**config.mk**
```make
export PLATFORM = sky130hd
export DESIGN_NAME = turn_controller
export DESIGN_NICKNAME = d
export VERILOG_FILES = /design/src/rtl/turn_controller.sv
export SDC_FILE = /design/constraint.sdc
export NUM_CORES = 1
export LEC_CHECK = 0
export CAP_MARGIN = 25
export CORE_UTILIZATION = 37
export DETAILED_ROUTE_END_ITERATION = 7
export GPL_TIMING_DRIVEN = 0
export PLACE_DENSITY = 0.84
export SYNTH_ARGS = -nofsm -noshare
export SYNTH_HDL_FRONTEND = slang
export SYNTH_SLANG_ARGS = --single-unit
export TNS_END_PERCENT = 20
```
**constraint.sdc**
```tcl
create_clock -name clk -period 1.3 [get_ports clk]
set_input_delay 0.26 -clock clk [delete_from_list [all_inputs] [get_ports clk]]
set_output_delay 0.26 -clock clk [all_outputs]
set_load 0.05 [all_outputs]
```
**src/rtl/turn_controller.sv**
```systemverilog
// turn_controller
//   Sequences the throw mechanic shared by the cat and dog players. Space is routed to the
//   active player's power bar. On release, that bar's force is captured and a one-cycle launch
//   is issued. The turn passes to the other player once the projectile lands.
//
// Optional feature (macro TURN_TIMEOUT_EN):
//   When defined, a turn left idle in ARMED for TIMEOUT_CYCLES cycles is forfeited.
//   When undefined, ARMED waits indefinitely and turn_timeout is tied low.
//
// Parameters:
//   MIN_FORCE       captured forces below this value are misfires (no launch)
//   TIMEOUT_CYCLES  ARMED idle limit, used only with TURN_TIMEOUT_EN
//
// Ports:
//   clk           pixel clock, all logic on posedge
//   rst           synchronous active-high reset
//   space         space-key level, synchronous to clk
//   force_cat     throw_force from the cat power bar
//   force_dog     throw_force from the dog power bar
//   proj_done     one-cycle pulse: projectile landed / left the screen
//   game_over     level: a player has been defeated
//   space_cat     gated space to the cat bar (combinational)
//   space_dog     gated space to the dog bar (combinational)
//   turn          active player, 0 = cat, 1 = dog
//   launch        one-cycle launch pulse
//   launch_force  force of the last launch, held between launches
//   turn_timeout  one-cycle pulse when a turn is forfeited
module turn_controller #(
    parameter int unsigned MIN_FORCE      = 1,
    parameter int unsigned TIMEOUT_CYCLES = 650_000_000
) (
    input  logic       clk,
    input  logic       rst,
    input  logic       space,
    input  logic [9:0] force_cat,
    input  logic [9:0] force_dog,
    input  logic       proj_done,
    input  logic       game_over,
    output logic       space_cat,
    output logic       space_dog,
    output logic       turn,
    output logic       launch,
    output logic [9:0] launch_force,
    output logic       turn_timeout
);

    typedef enum logic [2:0] {
        StArmed,
        StCharge,
        StCapture,
        StFlight,
        StOver
    } state_e;

    state_e     state_q;
    logic       space_q;
    // Set once space has been seen low since reset. A key held through reset release must be
    // dropped and pressed again before it can start a charge.
    logic       rel_seen_q;
    logic       turn_q;
    logic       launch_q;
    logic [9:0] launch_force_q;
    logic       timeout_q;

    logic       press;
    logic [9:0] sel_force;
    logic       force_ok;

    assign press     = space && !space_q && rel_seen_q;
    assign sel_force = turn_q ? force_dog : force_cat;
    assign force_ok  = {22'd0, sel_force} >= MIN_FORCE;

`ifdef TURN_TIMEOUT_EN
    logic [31:0] idle_cnt_q;
    logic        idle_hit;

    assign idle_hit = (idle_cnt_q == 32'(TIMEOUT_CYCLES - 1));
`else
    logic unused_timeout_cfg;

    assign unused_timeout_cfg = ^32'(TIMEOUT_CYCLES);
`endif

    always_ff @(posedge clk) begin
        if (rst) begin
            state_q        <= StArmed;
            space_q        <= 1'b0;
            rel_seen_q     <= 1'b0;
            turn_q         <= 1'b0;
            launch_q       <= 1'b0;
            launch_force_q <= '0;
            timeout_q      <= 1'b0;
`ifdef TURN_TIMEOUT_EN
            idle_cnt_q     <= '0;
`endif
        end else begin
            space_q   <= space;
            launch_q  <= 1'b0;
            timeout_q <= 1'b0;
            if (!space) begin
                rel_seen_q <= 1'b1;
            end
`ifdef TURN_TIMEOUT_EN
            // Counter only runs in ARMED; every other path leaves it cleared.
            idle_cnt_q <= '0;
`endif
            if (game_over) begin
                state_q <= StOver;
            end else begin
                unique case (state_q)
                    StArmed: begin
                        if (press) begin
                            state_q <= StCharge;
                        end
`ifdef TURN_TIMEOUT_EN
                        else if (idle_hit) begin
                            turn_q    <= ~turn_q;
                            timeout_q <= 1'b1;
                        end else begin
                            idle_cnt_q <= idle_cnt_q + 32'd1;
                        end
`endif
                    end
                    StCharge: begin
                        // The bar registers its force on this same edge.
                        if (!space) begin
                            state_q <= StCapture;
                        end
                    end
                    StCapture: begin
                        if (force_ok) begin
                            state_q        <= StFlight;
                            launch_q       <= 1'b1;
                            launch_force_q <= sel_force;
                        end else begin
                            state_q <= StArmed;
                        end
                    end
                    StFlight: begin
                        if (proj_done) begin
                            state_q <= StArmed;
                            turn_q  <= ~turn_q;
                        end
                    end
                    StOver: begin
                        state_q <= StOver;
                    end
                    default: begin
                        state_q <= StArmed;
                    end
                endcase
            end
        end
    end

    assign space_cat    = space && (state_q == StCharge) && !turn_q;
    assign space_dog    = space && (state_q == StCharge) && turn_q;
    assign turn         = turn_q;
    assign launch       = launch_q;
    assign launch_force = launch_force_q;
`ifdef TURN_TIMEOUT_EN
    assign turn_timeout = timeout_q;
`else
    assign turn_timeout = 1'b0;
`endif

endmodule
```
---- Word level (Yosys, flattened, before mapping) ----
Index checks and enable logic that the tools add are counted.
storage, ports and cells
  logic and storage cells ................. 43
  bits of input ports ..................... 25
  flip-flop bits (word level) ............. 17
operators by class
  bitwise logic cells ..................... 3
  eq/ne operators ......................... 10
  mux-type cells .......................... 8
  magnitude comparators ................... 1
  reductions and logical operators ........ 14
operators with widths
  operator                                                            number
  case mux 3 bit (5 select lines)                                     1
  2-to-1 mux 3 bit                                                    4
  AND reduction 3 bit                                                 4
  greater-or-equal comparator 10 x 1 -> 1 bit, second input constant  1
  2-to-1 mux 10 bit                                                   1
  inequality test 3 bit, second input constant                        3
  equality test 3 x 2 -> 1 bit, second input constant                 2
  inequality test 2 bit, second input constant                        3
  logical AND 1 bit                                                   5
  equality test 3 x 1 -> 1 bit, second input constant                 1
  equality test 3 bit, second input constant                          1
  zero test 3 bit                                                     1
  NOT 1 bit                                                           3
  OR reduction 3 bit                                                  1
  zero test 1 bit                                                     2
  2-to-1 mux 2 bit                                                    1
  OR reduction 2 bit                                                  1
  2-to-1 mux 1 bit                                                    1

---- Longest topological paths before layout ----
Gate-level depths: netlist of run 1.
  depth in word-level cells ............... 6
  depth in mapped cells ................... 6
  gate-level depth less buffers ........... 4

---- Least setup slack after synthesis of run 1 ----
OpenSTA, ideal clock, no wires.
  kind .................................... register -> output
  start ................................... register turn_q (netlist: turn)
  end ..................................... output port space_dog
  arrival ................................. 2.650 ns
  stages on the path, launching flop included .. 4
  slack ................................... -1.610 ns
  cells stage by stage .................... dfxtp_1 buf_6 buf_2 nor4bb_1
on the way
  longest elaborated chain between the ends .. 1
RTL lines
  what                    RTL line  source
  from (decl)             60        logic turn_q;
  from (signal assigned)  142       turn_q <= ~turn_q;
  logical AND 1 bit       157       assign space_dog = space && (state_q == StCharge) && turn_q;
  to (decl)               40        output logic space_dog,
Every way passes these cells.

---- Worst setup path in the final report of run 1 ----
  start ................................... register turn_q (netlist: turn)
  end ..................................... output port space_cat
on the way
  longest elaborated chain between the ends .. 2
RTL lines
  what               RTL line  source
  zero test 1 bit    156       assign space_cat = space && (state_q == StCharge) && !turn_q;
  logical AND 1 bit  156
  to (decl)          39        output logic space_cat,
Every way passes these cells.

==> flow_metrics.tcl, run 1 <==
set metrics [dict create \
    worst_ep_arrival_time_ns 1.33 \
    total_power_w 0.000997 \
    rsz_0062_raised_after_global_routing "true" \
    clock_latency_ns 0.31 \
    setup_slack_of_the_worst_register_to_register_path_ns -0.19 \
    worst_r2r_path_depth 5 \
    yosys_register_bits 17 \
    io-pin-count 40 \
    critical_path.max_fanout 4 \
    yosysUniqueCellTypes 31 \
    fillerInstances 209 \
    syn_to_final_growth_pct 56.9 \
    floorplan.die.height_um 52.6 \
    max-vdd-ir-drop_uv 663 \
    yosysWarnings 0 \
    synth-main-ff-cell "sky130_fd_sc_hd__dfxtp_1" \
    cap_viol_max_count 0 \
    cts_num_sinks 17 \
    timing.critical_path.to_type "primary output" \
    first_pass_grt_wire_length_um 4410 \
    finalCritPeriodShare_pct 122 \
    globalRoute.totalOverflow 0 \
    setup.worst_path.class "flip-flop to primary output" \
    finalWeightedCongestion 0.835 \
    period_minus_slack_ns 1.59 \
    max_slew.worst_pin.slew_ns 0.643 \
    antenna_violations_before_repair 0 \
    worstReg2RegEnd "launch_force[5]" \
    finalNetCount 168 \
    utilization_pct 64.2 \
    final.setup.worst_slack_ns -0.289 \
    detailed_place_hpwl_um 1950 \
    postSynthCellCount 97 \
    synth.net_count 122 \
    placeableCoreArea_um2 2320 \
    layout_commonest_cell "sky130_fd_sc_hd__clkdlybuf4s50_1" \
    min_path_type "input pin to flip-flop" \
    drt-wirelength-per-cell_um 16.4 \
    final.setup_skew_ns 0.00860 \
    final_hold_viol_count 0 \
    yosysSeqAreaShare_pct 35.9 \
    final_cell_count_without_fillers 170 \
    die_width_um 52.6 \
    drive_gt1_share_pct 38.7 \
    timing.hold.worst.start "rst" \
    grt_pass1_vias 974 \
    endpoint "space_cat" \
    ant_nets 0 \
    crit_path_start "turn" \
    cts.reportedPaths.clkPinSlew_ns 0.11 \
    power-per-cell-area_nw_per_um2 670 \
    drt_wl_total_um 2790 \
    result_of_the_run "finished, violations left" \
    port_buffers 37 \
    tritoncts "done" \
    failed_checks "setup timing" \
    drt_pre_antenna_iters 4 \
    cts-buffers-inserted 3 \
    cts_max_level 1 \
    setup_viol 13 \
    dp_cells 162 \
    final_cell_mix "sky130_fd_sc_hd__clkdlybuf4s50_1 (19), sky130_fd_sc_hd__dfxtp_1 (14), sky130_fd_sc_hd__mux2i_1 (10), sky130_fd_sc_hd__a31oi_1 (10), sky130_fd_sc_hd__a211oi_2 (10)" \
    clock-root-buffer "sky130_fd_sc_hd__clkbuf_4" \
    die-area_um2 2770 \
    largest_net_degree_at_the_start_of_global_routing 11 \
    static-leakage-power_nw 0.506 \
    final_max_slew_viol_count 0 \
    netlist_area_pre_place_um2 948 \
    vias 955 \
    detail_route.drc_violations 0 \
    cp_data_required_time_ns 1.04 \
    cts-root-to-sink-buffers 2 \
    initial_core_util_pct 40.9 \
    worstReg2RegStart "state_q[1]" \
    worstSetupStartpointType "flip-flop" \
    grt_util_all_layers_pct 22.4 \
    dr.first_iter.drc_count 14 \
    antenna_cells_inserted 0 \
    number_of_placement_rows 17 \
    timing.slew.headroom_pct 57.1 \
    edff_count_synth 0 \
    vias_per_cell 5.62 \
    async_flop_share_pct 0 \
    syn-mean-instance-area_um2 9.78 \
    fmaxAchievable_mhz 629 \
]
==> layout make-up <==
type	instances	area (um^2)	area share [%]
clock buffer	3	22.5	1.51
multi-input combinational	69	627	42.1
timing repair buffer	41	359	24.1
sequential	17	347	23.3
clock inverter	1	5.00	0.336
inverter	1	3.75	0.252
buffer	10	88.8	5.97
tap	28	35.0	2.35
==> registers in the layout, summed over array words and instances (netlist names) <==
name,flops
turn,1
rel_seen_q,1
launch_force,10
launch,1
state_q,3
space_q,1
==> routing by layer <==
layer	wire, um	track usage [%]	vias to the layer above
met3	235	5.22	4
met1	1120	24.8	447
met5	0	0	-
met2	1380	39.9	47
met4	47	10.5	0
li1	-	-	457
==> Yosys cell counts (all sizes together) (2+ instances only) <==
cell / instances / area share [%]
a21oi: 3 / 1.6
buf: 8 / 5.7
nand2b: 2 / 1.3
o21ai: 5 / 2.6
nor4: 3 / 3.6
clkbuf: 2 / 0.79
nor3: 4 / 2.1
dfxtp: 17 / 36
a31oi: 10 / 6.6
mux2i: 10 / 11
nand3: 2 / 1.6
nor2: 6 / 2.4
nor4b: 3 / 4.1
nand2: 2 / 0.79
a211oi: 11 / 14
==> where the power goes <==
part           switching [W]  leakage, nW  internal, W
logic              0.0000770        0.349    0.0000856
registers         0.00000523        0.139     0.000526
clock network       0.000188       0.0177     0.000115
total               0.000271        0.506     0.000726
==> cell families (layout without fill, tap and decap cells) <==
| kind of cell | after synthesis | after routing | synth area share (%) |
|---|---|---|---|
| other cells | 1 | 1 | 0.395 |
| buf+inv | 11 | 56 | 6.86 |
| xor+xnor | 1 | 1 | 0.924 |
| compound gates | 30 | 30 | 25.7 |
| simple gates | 27 | 27 | 19.7 |
| mux | 10 | 10 | 10.6 |
| flops | 17 | 17 | 35.9 |
==> worst min-delay path by stage <==
| stage | cells past startpoint | to |
|---|---|---|
| final | 2 | space_q |
| after global routing | 2 | space_q |
| after CTS | 2 | space_q |
| after detailed placement | 2 | rel_seen_q |
| after global placement | 2 | rel_seen_q |
| after floorplan | 1 | launch |
==> through the flow <==
| stage | cell area [um^2] | hold WS [ns] | worst slack (ns) | TNS [ns] |
|---|---|---|---|---|
| 2_1_floorplan | 996 | 0.339 | -0.296 | -2.33 |
| 3_3_place_gp | 1400 | 0.436 | -0.944 | -9.87 |
| 3_5_place_dp | 1400 | 0.445 | -0.961 | -10.25 |
| 4_1_cts | 1530 | 0.386 | -0.291 | -2.64 |
| 5_1_grt | 1490 | 0.411 | -0.332 | -3.57 |
| 6_report | 1490 | 0.385 | -0.289 | -2.65 |
==> timing repair <==
item,CTS,global route
pin swaps,5,3
setup buffers,4,0
resized for setup,66,22
endpoints found under the setup margin,27,25
hold endpoints to repair,0,0
hold buffers,0,0
==> critical path: stages (launching register included) <==
cell                      delay, ns
sky130_fd_sc_hd__dfxtp_4       0.36
sky130_fd_sc_hd__buf_8         0.13
sky130_fd_sc_hd__buf_12        0.12
sky130_fd_sc_hd__nor4b_4       0.22
sky130_fd_sc_hd__buf_6         0.19
(Power assumes the default switching activity.)
==> run 2, diff against run 1 <==
- CTS_BUF_LIST: unset -> sky130_fd_sc_hd__clkbuf_4 sky130_fd_sc_hd__clkbuf_8 sky130_fd_sc_hd__clkbuf_16
- SLEW_MARGIN: unset -> 10
==> results of run 2 <==
The final DEF is identical to that of run 1; final timing and power are the same.
